`src/rtl/keypad_passcode.sv`:
```
// Keypad passcode lock: collects four BCD digits, compares on ENTER, and times
// an unlock window or an alarm lockout with one shared down-counter.
module keypad_passcode #(
  parameter logic [15:0] PASSCODE       = 16'h1234,
  parameter int unsigned UNLOCK_CYCLES  = 1000,
  parameter int unsigned LOCKOUT_CYCLES = 4000,
  parameter int unsigned MAX_FAIL       = 3
) (
  input  logic        sys_clk,
  input  logic        sys_rst_n,
  input  logic [3:0]  key_code,
  output logic [15:0] digits,
  output logic [2:0]  digit_cnt,
  output logic        unlock,
  output logic        alarm,
  output logic        err,
  output logic [1:0]  fail_cnt
);

  localparam int unsigned MAX_CYC = (UNLOCK_CYCLES > LOCKOUT_CYCLES) ? UNLOCK_CYCLES : LOCKOUT_CYCLES;
  localparam int unsigned CNT_W   = (MAX_CYC > 0) ? $clog2(MAX_CYC + 1) : 1;
  localparam logic [CNT_W-1:0] UNLOCK_LOAD  = CNT_W'(UNLOCK_CYCLES - 1);
  localparam logic [CNT_W-1:0] LOCKOUT_LOAD = CNT_W'(LOCKOUT_CYCLES - 1);
  localparam logic [3:0] NO_KEY = 4'hf;

  typedef enum logic [1:0] {
    ENTRY    = 2'd0,
    UNLOCKED = 2'd1,
    LOCKOUT  = 2'd2
  } state_t;

  state_t           state;
  logic [3:0]       key_prev;
  logic [CNT_W-1:0] cnt;

  logic       press;
  logic       is_digit;
  logic       is_clear;
  logic       is_enter;
  logic [3:0] digit_val;
  logic       fail_last;
  logic       code_ok;

  // Edge-detect a new key and decode it; held keys never re-trigger.
  always_comb begin
    press     = (key_code != NO_KEY) && (key_prev == NO_KEY);
    is_digit  = 1'b0;
    is_clear  = 1'b0;
    is_enter  = 1'b0;
    digit_val = 4'd0;
    unique case (key_code)
      4'h1, 4'h2, 4'h3, 4'h4, 4'h5, 4'h6, 4'h7, 4'h8, 4'h9: begin
        is_digit  = 1'b1;
        digit_val = key_code;
      end
      4'hb:    is_digit = 1'b1;
      4'ha:    is_clear = 1'b1;
      4'hc:    is_enter = 1'b1;
      default: ;
    endcase
    fail_last = (32'({30'd0, fail_cnt}) + 32'd1) >= MAX_FAIL;
    code_ok   = (digit_cnt == 3'd4) && (digits == PASSCODE);
  end

  always_ff @(posedge sys_clk or negedge sys_rst_n) begin
    if (!sys_rst_n) begin
      state     <= ENTRY;
      key_prev  <= NO_KEY;
      cnt       <= '0;
      digits    <= 16'd0;
      digit_cnt <= 3'd0;
      unlock    <= 1'b0;
      alarm     <= 1'b0;
      err       <= 1'b0;
      fail_cnt  <= 2'd0;
    end else begin
      key_prev <= key_code;
      err      <= 1'b0;
      unique case (state)
        ENTRY: begin
          if (press) begin
            if (is_digit && (digit_cnt < 3'd4)) begin
              digits    <= {digits[11:0], digit_val};
              digit_cnt <= digit_cnt + 3'd1;
            end else if (is_clear) begin
              digits    <= 16'd0;
              digit_cnt <= 3'd0;
            end else if (is_enter) begin
              digits    <= 16'd0;
              digit_cnt <= 3'd0;
              if (code_ok) begin
                state    <= UNLOCKED;
                unlock   <= 1'b1;
                fail_cnt <= 2'd0;
                cnt      <= UNLOCK_LOAD;
              end else begin
                err <= 1'b1;
                if (fail_last) begin
                  state    <= LOCKOUT;
                  alarm    <= 1'b1;
                  fail_cnt <= 2'd0;
                  cnt      <= LOCKOUT_LOAD;
                end else begin
                  fail_cnt <= fail_cnt + 2'd1;
                end
              end
            end
          end
        end
        UNLOCKED: begin
          // CLEAR relocks early; every other key is ignored while open.
          if ((cnt == '0) || (press && is_clear)) begin
            state     <= ENTRY;
            unlock    <= 1'b0;
            cnt       <= '0;
            digits    <= 16'd0;
            digit_cnt <= 3'd0;
          end else begin
            cnt <= cnt - CNT_W'(1);
          end
        end
        LOCKOUT: begin
          if (cnt == '0) begin
            state     <= ENTRY;
            alarm     <= 1'b0;
            digits    <= 16'd0;
            digit_cnt <= 3'd0;
          end else begin
            cnt <= cnt - CNT_W'(1);
          end
        end
        default: begin
          state  <= ENTRY;
          unlock <= 1'b0;
          alarm  <= 1'b0;
          cnt    <= '0;
        end
      endcase
    end
  end

endmodule

```
`config.mk`:
```
export PLATFORM = sky130hd
export DESIGN_NAME = keypad_passcode
export DESIGN_NICKNAME = d
export VERILOG_FILES = /design/src/rtl/keypad_passcode.sv
export SDC_FILE = /design/constraint.sdc
export NUM_CORES = 1
export LEC_CHECK = 0
export ABC_AREA = 1
export BUFFER_PORTS_ARGS = -buffer_cell sky130_fd_sc_hd__buf_2
export CORE_ASPECT_RATIO = 0.9
export CORE_MARGIN = 10
export CORE_UTILIZATION = 36
export DETAILED_ROUTE_END_ITERATION = 12
export GPL_ROUTABILITY_DRIVEN = 0
export GPL_TIMING_DRIVEN = 0
export PLACE_DENSITY = 0.6
export SKIP_CTS_REPAIR_TIMING = 1
export SYNTH_ARGS = -nofsm -noshare
export SYNTH_HDL_FRONTEND = slang
export SYNTH_SLANG_ARGS = --single-unit
```
`constraint.sdc`:
```
create_clock -name sys_clk -period 1.8 [get_ports sys_clk]
set_input_delay 0.36 -clock sys_clk [delete_from_list [all_inputs] [get_ports sys_clk]]
set_output_delay 0.36 -clock sys_clk [all_outputs]
set_load 0.02 [all_outputs]
```
* Word-level counts from Yosys, hierarchy flattened *
Index checks and enable logic that the tools add are counted.

word-level totals
  flip-flop bits (word level) = 42
  logic and storage cells = 124

cells by class
  $add $sub $neg = 4
  order comparisons = 2
  eq/ne operators = 30
  multiplexer cells = 59
  bitwise gates (word level) = 4
  reduce and logical (&&, ||, !) cells = 16

operators with widths
  kind                   count
  $mux 12                8
  $mux 16                6
  $pmux 16 s3            1
  $pmux 12 s3            1
  $eq 4x4->1 const B     6
  $mux 1                 22
  $mux 2                 10
  $ne 2x2->1 const B     10
  $mux 3                 6
  $eq 16x13->1 const B   1
  $eq 4x3->1 const B     4
  $reduce_and 7->1       2
  $logic_not 12->1       1
  $sub 12x1->12 const B  1
  $reduce_and 5->1       2
  $reduce_or 10->1       1
  $pmux 3 s3             1
  $reduce_or 9->1        1
  $eq 4x2->1 const B     2
  $ne 4x4->1 const B     2
  $reduce_and 8->1       1
  $pmux 1 s3             2
  $pmux 2 s3             1
  $reduce_and 6->1       1
  other kinds (16)       22

* Depth between registers and ports, before layout *
Gate-level depths: netlist (run 1).

  word-level depth = 9
  mapped depth = 12
  mapped depth without buffers = 11

* Worst setup path after synthesis (run 1) *
Ideal clock, no wire load.

  path kind = reg2reg
  start = reg cnt[0]
  end = reg digits[4]
  setup time = 0.117 ns
  data arrival time = 1.550 ns
  data required time = 1.683 ns
  slack = 0.133 ns
  cell stages (with the launch flop) = 11
  period minus slack after synthesis = 1.667 ns
  path through = dfrtp_1 > inv_1 > ha_1 > nand3_1 > nor2_4 > nand2_2 > a21oi_4 > nand4_4 > buf_6 > nand2_1 > nand2_1

on the way
  word-level cells in the longest chain between the ends = 4
  elaborated cells on any way between the ends = 5
  classes of those cells = eq/ne (2); reduce/logical (3)

RTL lines
  what                                 RTL line  text
  from (decl)                          34        logic [CNT_W-1:0] cnt;
  from (signal assigned)               119       cnt <= cnt - CNT_W'(1);
  from (signal assigned)               129       cnt <= cnt - CNT_W'(1);
  $logic_not 12->1 *                   112, 123
  $logic_or 1x1->1                     112       if ((cnt == '0) || (press && is_clear)) begin
  $ne 2x2->1 (no source line)          --
  $reduce_and 5->1 (no source line) *  --
  to (signal assigned)                 83        digits <= {digits[11:0], digit_val};
  to (decl)                            12        output logic [15:0] digits,

Mark *: on every way between the ends. The rest lies on a longest branch, timed or not.
A chain may end at the register's enable or synchronous reset.

* Final worst setup path (run 1) *
  start = reg cnt[0]
  end = reg digits[7]

Same word-level chain as after synthesis.

==> results.toml, run 1 <==
[detailed_routing]
avgRoutedWirePerCell_um = 12.39
dr.pass1.iters = 4
dr_total_vias = 2219
via_per_inst = 4.492
drtIter0Drc = 112
drc_errors = 0
ant_nets = 0
wirelength_um = 6120

[die]
die_area_um2 = 10810
fp.dieH_um = 99.63
coreArea_um2 = 6726
rows = 28
start_util_pct = 37.70
io_pins = 30
die_w_um = 108.5

[synth]
ys.flop_type = "dfrtp_1"
yosysTopAreaCell = "dfrtp_1"
synthDominantCellAreaShare_pct = 37.49
syn_area_um2 = 2536
ys_warn_count = 0
synthArstFlopShare_pct = 100.0
syn_inst = 353
ys_seq_area_share_pct = 41.64
ys_types = 30
syn_nets = 367
synth_area_leaders = "dfrtp_1, nand2_1, inv_1, nor2_1, dfstp_2"
ys_ff_latch = 42
synth_edf_count = 0
synth.avg_cell_area_um2 = 7.185

[cts]
cts-buffers-inserted = 5
clkTransAtPathRegs_ps = 80
htreeDepth = 2
root_buffer = "clkbuf_8"
cts_tree = "yes"
clkSinkCount = 42
clock_path_buffers = 2
clock_latency_ps = 300

[timing]
worstMarginPinSlew_ps = 958.0
fin_ws_ps = 15.16
slew_headroom_pct = 36.13
skew_ps = 6.913
fin_crit_ps = 1785
period_share_pct = 99.16
rsz0062_at_grt = "yes"
setup_viol = 0
fin_hold_ws_ps = 185.3
hold_viol_final = 0
fmax_ghz = 0.5603
slew_viol_final = 0

[critical_path]
slowest_stage = "dfrtp_1"
startpoint_type = "flip-flop"
slowest_delay_ps = 390
crit_type = "flip-flop to flip-flop"
crit_buf_inv = 2
worst-path-stages = 11
crit_required_ps = 2040
crit_chain = "inv_2, ha_4, nand3_4, nor2_4, nand2_4, a21oi_4, nand2_4, nor2_8, clkbuf_16, nand2_1, nand2_1"
cp.arrival_ps = 2020
worst-path-max-fanout = 6
end_kind = "flip-flop"
crit_family = "simple AND/OR/NAND/NOR gates"
reg2regPathDepth = 11

[finish]
drive_gt1_share_pct = 30.45
fin_area_um2 = 3226
final_core_util_pct = 47.95
antenna-diode-count = 0
finalNetCount = 417
area_growth_pct = 27.18

[power_and_ir_drop]
vdd_drop_max_v = 0.0007188
p_leak_nw = 1.769
p_total_w = 0.004773
powerDensity_nw_per_um2 = 1480

[global_route]
grt_pass1_vias = 2084
grt_first_pass_wirelength_um = 10030
track_usage_pct = 11.26
grt_overflow = 0
grt_max_degree = 43
antenna_found_initial = 0

[run_status]
status = "completed"

[hold_path]
hold_path_class = "primary input to flip-flop"
min_path_cells = 1

[place]
dp_hpwl_um = 4270
dp_slack_ps = -126.7
placed_cell_area_um2 = 2794
io_buffers = 29

[run]
drv_cap = 0
-- cells in the mapped netlist (3+ instances only) --
master   instances
xor2_1           6
nand4_1          3
dfstp_2          4
o21ai_0          7
dfrtp_1         38
nand2_2          7
inv_1           44
ha_1             8
nor2_2           3
nor3_1           5
xnor2_1          4
nand2_1        147
nand3_1         16
nor2_1          39
-- registers in the layout, summed over array words and instances (netlist names) --
name / count
alarm: 1
unlock: 1
digits: 16
key_prev: 4
digit_cnt: 3
cnt: 12
state: 2
err: 1
fail_cnt: 2
-- final timing paths --
path | startpoint | to | slack (ps)
worst max register to register | cnt[0] | digits[7] | 20
max in group asynchronous | sys_rst_n | cnt[11] | 990
worst min register to register | unlock | unlock | 490
min in group asynchronous | sys_rst_n | digits[4] | 210
worst min-delay path | key_code[2] | key_prev[2] | 190
worst max-delay path | cnt[0] | digits[7] | 20
-- power by group --
group          switching (W)  total, W  leakage (nW)  internal [W]
registers           0.000276   0.00151         0.539       0.00124
clock network       0.000325  0.000602        0.0395      0.000276
logic                0.00160   0.00266          1.19       0.00106
total                0.00220   0.00477          1.77       0.00257
-- per-layer routing --
| layer | track usage [%] | part of all wire, % |
|---|---|---|
| met5 | 0 | 0 |
| met4 | 3.546 | 1.1 |
| met1 | 14.99 | 49 |
| met2 | 17.07 | 45 |
| met3 | 3.290 | 4.8 |
-- metrics by stage --
| stage | TNS [ps] | std cells |
|---|---|---|
| 2_1_floorplan | 0 | 353 |
| 3_3_place_gp | -1484 | 472 |
| 3_5_place_dp | -2489 | 472 |
| 4_1_cts | -2693 | 480 |
| 5_1_grt | -1495 | 494 |
| 6_report | 0 | 494 |
-- cell families after synthesis --
group / count (synthesis) / share of synthesized area [%]
compound gates: 12 / 2.911
xor+xnor: 10 / 3.453
fa+ha+maj: 8 / 3.947
buf+inv: 53 / 9.127
flops: 42 / 41.64
simple gates: 228 / 38.92
-- cell usage in the layout, fill, tap and decap left out --
master	n
buf_12	3
dfstp_2	4
nand4_1	3
xor2_1	6
inv_2	6
nor2_8	1
buf_2	30
nor2_4	3
xnor2_1	4
ha_2	1
nand3_4	3
clkbuf_8	5
clkbuf_16	1
inv_1	40
o21ai_1	2
buf_4	11
o31ai_1	1
ha_1	5
buf_6	4
nand3_2	1
o21ai_0	6
nand4_4	1
nand3b_1	1
clkbuf_2	1
nor2_2	5
nor3_1	5
a21oi_1	2
dfrtp_1	38
a21oi_4	1
nand3_1	14
ha_4	2
nand2_4	8
nand2_1	115
clkbuf_1	3
nor2_1	36
nand2_2	32
-- final cells by class --
cell class / instances / area [um2]
plain buffers: 7 / 67.56
clock buffers: 8 / 80.08
fillers: 689 / 3501
inverters: 46 / 172.7
multi-input cells: 258 / 1436
flip-flops and latches: 42 / 1056
well taps: 90 / 112.6
repair buffers: 43 / 300.3
Note: power is estimated with default switching activity, not from simulation.
==> inputs of run 2 (changes only) <==
- CORE_ASPECT_RATIO: 0.9 -> default
==> run 2 against run 1 <==
The flow now finishes with violations (setup timing); largest power group unchanged; combinational power fell by 4%; non-clock buffer count is 6 higher; critical endpoint is now digits[4]; first-iteration DRC count is 59% lower; sequential share of layout area unchanged.
==> results.toml, run 2 (synthesis gave the netlist of run 1 again) <==
[run_status]
status = "complete, but fails checks"
violations = "setup timing"

[detailed_routing]
avgRoutedWirePerCell_um = 12.04
dr.pass1.iters = 4
wirelength_um = 6094
via_per_inst = 4.419
drtIter0Drc = 46
drc_errors = 0
dr_total_vias = 2236
ant_nets = 0

[power_and_ir_drop]
p_clk_share_pct = 15.6
sw_frac_of_total_pct = 44.39
switchingPower_w = 0.002142
internal_power_w = 0.002684
power_frac_seq_pct = 31.4
p_total_w = 0.004826
powerDensity_nw_per_um2 = 1496
p_leak_nw = 1.752
vdd_drop_max_v = 0.0006024
power_frac_comb_pct = 53.0

[timing]
rsz0062_at_grt = "yes"
hold_viol_final = 0
fin_crit_ps = 1830
slew_headroom_pct = 37.00
period_share_pct = 101.7
fin_ws_ps = -30.25
skew_ps = 12.34
worstMarginPinSlew_ps = 945.0
setup_viol = 9
slew_viol_final = 0
fmax_ghz = 0.5464

[cts]
htreeDepth = 2
clkTransAtPathRegs_ps = 90
cts-buffers-inserted = 5
root_buffer = "clkbuf_8"
clock_path_buffers = 2
clock_latency_ps = 300
cts_tree = "yes"
clkSinkCount = 42

[place]
dp_slack_ps = -112.3
io_buffers = 29
dp_hpwl_um = 4136

[hold_path]
min_path_cells = 1
hold_path_class = "primary input to flip-flop"
hp-start = "key_code[0]"
min_to = "key_prev[0]"

[finish]
area_growth_pct = 27.18
largest_reg_flops = 16
drive_gt1_share_pct = 26.34
largest_register = "digits"
finalNetCount = 423
fillers = 681
reg.largest.list = "digits x16, cnt x12, key_prev x4"
final_cell_mix = "nand2_1, inv_1, dfrtp_1"
antenna-diode-count = 0
final_core_util_pct = 47.22
layout_commonest_cell = "nand2_1"

[die]
rows = 30
die_w_um = 103.9
coreArea_um2 = 6832
io_pins = 30
fp.dieH_um = 103.9
start_util_pct = 37.12
die_area_um2 = 10800

[critical_path]
end_kind = "flip-flop"
r2r_end = "digits[4]"
startpoint_type = "flip-flop"
crit_type = "flip-flop to flip-flop"
reg2regPathDepth = 11
r2r-start = "cnt[0]"
worst-path-max-fanout = 5
cp.arrival_ps = 2070
ff2ff_setup_slack_ps = -30
crit_required_ps = 2040

[global_route]
grt_first_pass_wirelength_um = 9977
antenna_found_initial = 0
track_usage_pct = 10.80
grt_pass1_vias = 2129
grt_overflow = 0
grt_max_degree = 43

[run]
drv_cap = 0
-- run 2: changes by cell type in the layout (fill, tap and decap cells not counted), moves of 4 or more --
cell     previous run  this run
nand2_1           115       138
nand2_2            32        13
buf_4              11        19
nand2_4             8         4
-- run 2: final cells by class --
class,count,area (um2),share of cell area (%)
Sequential cell,42,1056,32.74
Clock buffer,7,76.32,2.366
Timing Repair Buffer,49,329.1,10.20
Buffer,7,67.56,2.095
Multi-Input combinational cell,258,1374,42.59
Clock inverter,1,30.03,0.9310
Tap cell,96,120.1,3.724
Inverter,46,172.7,5.353
-- run 2: through the flow --
step	TNS (ps)	area, um2	instances	hold WS [ps]
3_3_place_gp	-1816	2801	478	464.0
3_5_place_dp	-2013	2801	478	471.7
4_1_cts	-2540	2908	486	183.6
5_1_grt	-2302	3226	506	175.5
2_1_floorplan	0	2536	353	64.41
6_report	-97.88	3226	506	189.8
-- run 2: worst max-delay path by stage --
stage | slack [ps] | startpoint | to
after floorplan | 130 | cnt[0] | digits[4]
after global placement | -110 | cnt[0] | digits[3]
after detailed placement | -110 | cnt[0] | digits[3]
after CTS | -140 | cnt[0] | digits[9]
after global routing | -120 | cnt[0] | digits[4]
final | -30 | cnt[0] | digits[4]
-- run 2: worst max-delay path, cell delays in order (launching register included) --
cell	delay [ps]
dfrtp_1	400
inv_2	90
ha_4	150
nand3_4	80
nor2_4	140
nand2_4	90
a21oi_4	270
nand2_4	100
nor2_8	170
clkbuf_16	170
nand2_1	40
nand2_1	60
-- run 2: power by group through the flow --
stage / logic [W] / registers, W / clock network, W
final: 0.00256 / 0.00151 / 0.000755
after global routing: 0.00287 / 0.00156 / 0.000817
after CTS: 0.00211 / 0.00152 / 0.000764
after detailed placement: 0.00211 / 0.00153 / 0
after global placement: 0.00207 / 0.00153 / 0
after floorplan: 0.00143 / 0.00165 / 0
-- run 2: per-layer routing --
| layer | up-vias | global-route usage [%] | share of wire (%) |
|---|---|---|---|
| met4 | 0 | 3.280 | 1.0 |
| met5 | - | 0 | 0 |
| li1 | 1177 | - | - |
| met3 | 6 | 3.284 | 5.6 |
| met2 | 39 | 16.49 | 44 |
| met1 | 1014 | 14.26 | 49 |
==> inputs of run 3 (changes only) <==
- BUFFER_PORTS_ARGS: -buffer_cell sky130_fd_sc_hd__buf_2 -> default
- DONT_BUFFER_PORTS: default -> 1
- PLACE_DENSITY: 0.6 -> 0.56
==> run 3 against run 2 <==
The run still ends with setup timing left; clock-buffer cell count unchanged; design area shrank 3.0%; sequential power up 17%; worst hold slack got worse by 140 ps; first-iteration DRC count up 11%; final cell count down 6.5%; non-clock buffer count shrank 33; clock skew decreased by 8.0 ps; global-route usage is 0.092 points higher; sequential share of layout area grew 1.2 points; die area unchanged; core utilization fell by 1.4 points; critical endpoint is now digits[5]; largest cell class unchanged.
==> results.toml, run 3 (synthesis gave the netlist of run 1 again) <==
[timing]
fmax_ghz = 0.5423
skew_ps = 4.366
fin_ws_ps = -43.88
setup_viol = 18
fin_hold_ws_ps = 53.36
slew_headroom_pct = 77.81
fin_crit_ps = 1844
slew_viol_final = 0
worstMarginPinSlew_ps = 331.8
hold_viol_final = 0
rsz0062_at_grt = "yes"
period_share_pct = 102.4

[global_route]
grt_first_pass_wirelength_um = 10010
antenna_found_initial = 0
grt_pass1_vias = 2066
grt_overflow = 0
track_usage_pct = 10.89
grt_max_degree = 43

[finish]
largest_reg_flops = 16
area_growth_pct = 23.38
drive_gt1_share_pct = 27.32
largest_register = "digits"
final_cell_mix = "nand2_1, inv_1, nor2_1"
layout_commonest_cell = "nand2_1"
antenna-diode-count = 0
fin_area_um2 = 3129
reg.largest.list = "digits x16, cnt x12, key_prev x4"
finalNetCount = 390

[detailed_routing]
via_per_inst = 4.556
dr.pass1.iters = 4
dr_total_vias = 2155
drc_errors = 0
wirelength_um = 5967
drtIter0Drc = 51
ant_nets = 0
avgRoutedWirePerCell_um = 12.62

[critical_path]
cp.arrival_ps = 2030
critPathLaunch = "cnt[1]"
startpoint_type = "flip-flop"
worst-path-max-fanout = 5
crit_chain = "inv_2, ha_4, nand3_4, nor2_4, nand2_4, a21oi_4, buf_6, nand4_4, clkbuf_16, nand2_2, nand2_1"
crit_type = "flip-flop to flip-flop"
slowest_stage = "dfrtp_1"
r2r-start = "cnt[1]"
crit_required_ps = 1990
end_kind = "flip-flop"
slowest_delay_ps = 410
crit_family = "simple AND/OR/NAND/NOR gates"
crit_buf_inv = 3

[run_status]
status = "complete, but fails checks"
violations = "setup timing"

[cts]
root_buffer = "clkbuf_8"
clock_path_buffers = 2
cts-buffers-inserted = 5
clkTransAtPathRegs_ps = 80
clock_latency_ps = 290
cts_tree = "yes"
clkSinkCount = 42
htreeDepth = 2

[run]
drv_cap = 0

[die]
coreArea_um2 = 6832
die_area_um2 = 10800
io_pins = 30
start_util_pct = 37.12
fp.dieH_um = 103.9
rows = 30
die_w_um = 103.9

[hold_path]
hold_path_class = "primary input to flip-flop"
hp-start = "key_code[1]"

[power_and_ir_drop]
p_leak_nw = 1.574
p_total_w = 0.004739
vdd_drop_max_v = 0.0007070
powerDensity_nw_per_um2 = 1514

[place]
dp_hpwl_um = 4238
placed_cell_area_um2 = 2656
dp_slack_ps = -197.0
io_buffers = 0
==> run 3: cell count changes in the layout (fill, tap and decap cells not counted), moves of 5 or more <==
cell / delta
dfrtp_2: +5
dfrtp_1: -5
nand2_1: -16
buf_2: -28
buf_4: -8
nand2_2: +18
==> run 3: metal layers <==
metal / up-vias / track usage [%] / routed length (um)
li1: 1110 / - / -
met1: 999 / 13.90 / 2775
met2: 38 / 16.94 / 2757
met3: 8 / 3.717 / 361
met4: 0 / 3.280 / 72
met5: - / 0 / 0
==> run 3: power by group <==
| group | internal (W) | switching [W] | leakage, nW |
|---|---|---|---|
| clock | 0.000415 | 0.000325 | 0.0524 |
| combinational | 0.000930 | 0.00131 | 0.990 |
| sequential | 0.00124 | 0.000520 | 0.531 |
==> run 3: path summary, 6_finish.rpt <==
check / endpoint / slack, ps / depth (start not counted)
max: digits[5] / -40 / 11
min: key_prev[1] / 50 / 0
max reg2reg: digits[5] / -40 / 11
min reg2reg: cnt[11] / 490 / 2
max in group asynchronous: key_prev[1] / 1000 / 2
min in group asynchronous: fail_cnt[1] / 560 / 2
==> run 3: cell type report <==
type / instances / area [um2]
clock inverter: 1 / 30.03
timing repair buffer: 16 / 171.4
fill: 693 / 3702
clock buffer: 7 / 76.32
inverter: 46 / 172.7
tap: 96 / 120.1
buffer: 7 / 68.82
sequential: 42 / 1062
multi-input combinational: 258 / 1428
==> run 3: stage by stage <==
step	setup TNS, ps	std cells	util, %
5_1_grt	-3244	473	45.81
3_5_place_dp	-3130	449	38.88
2_1_floorplan	0	353	-
3_3_place_gp	-2972	449	38.88
4_1_cts	-3614	457	40.44
6_report	-284.3	473	45.81
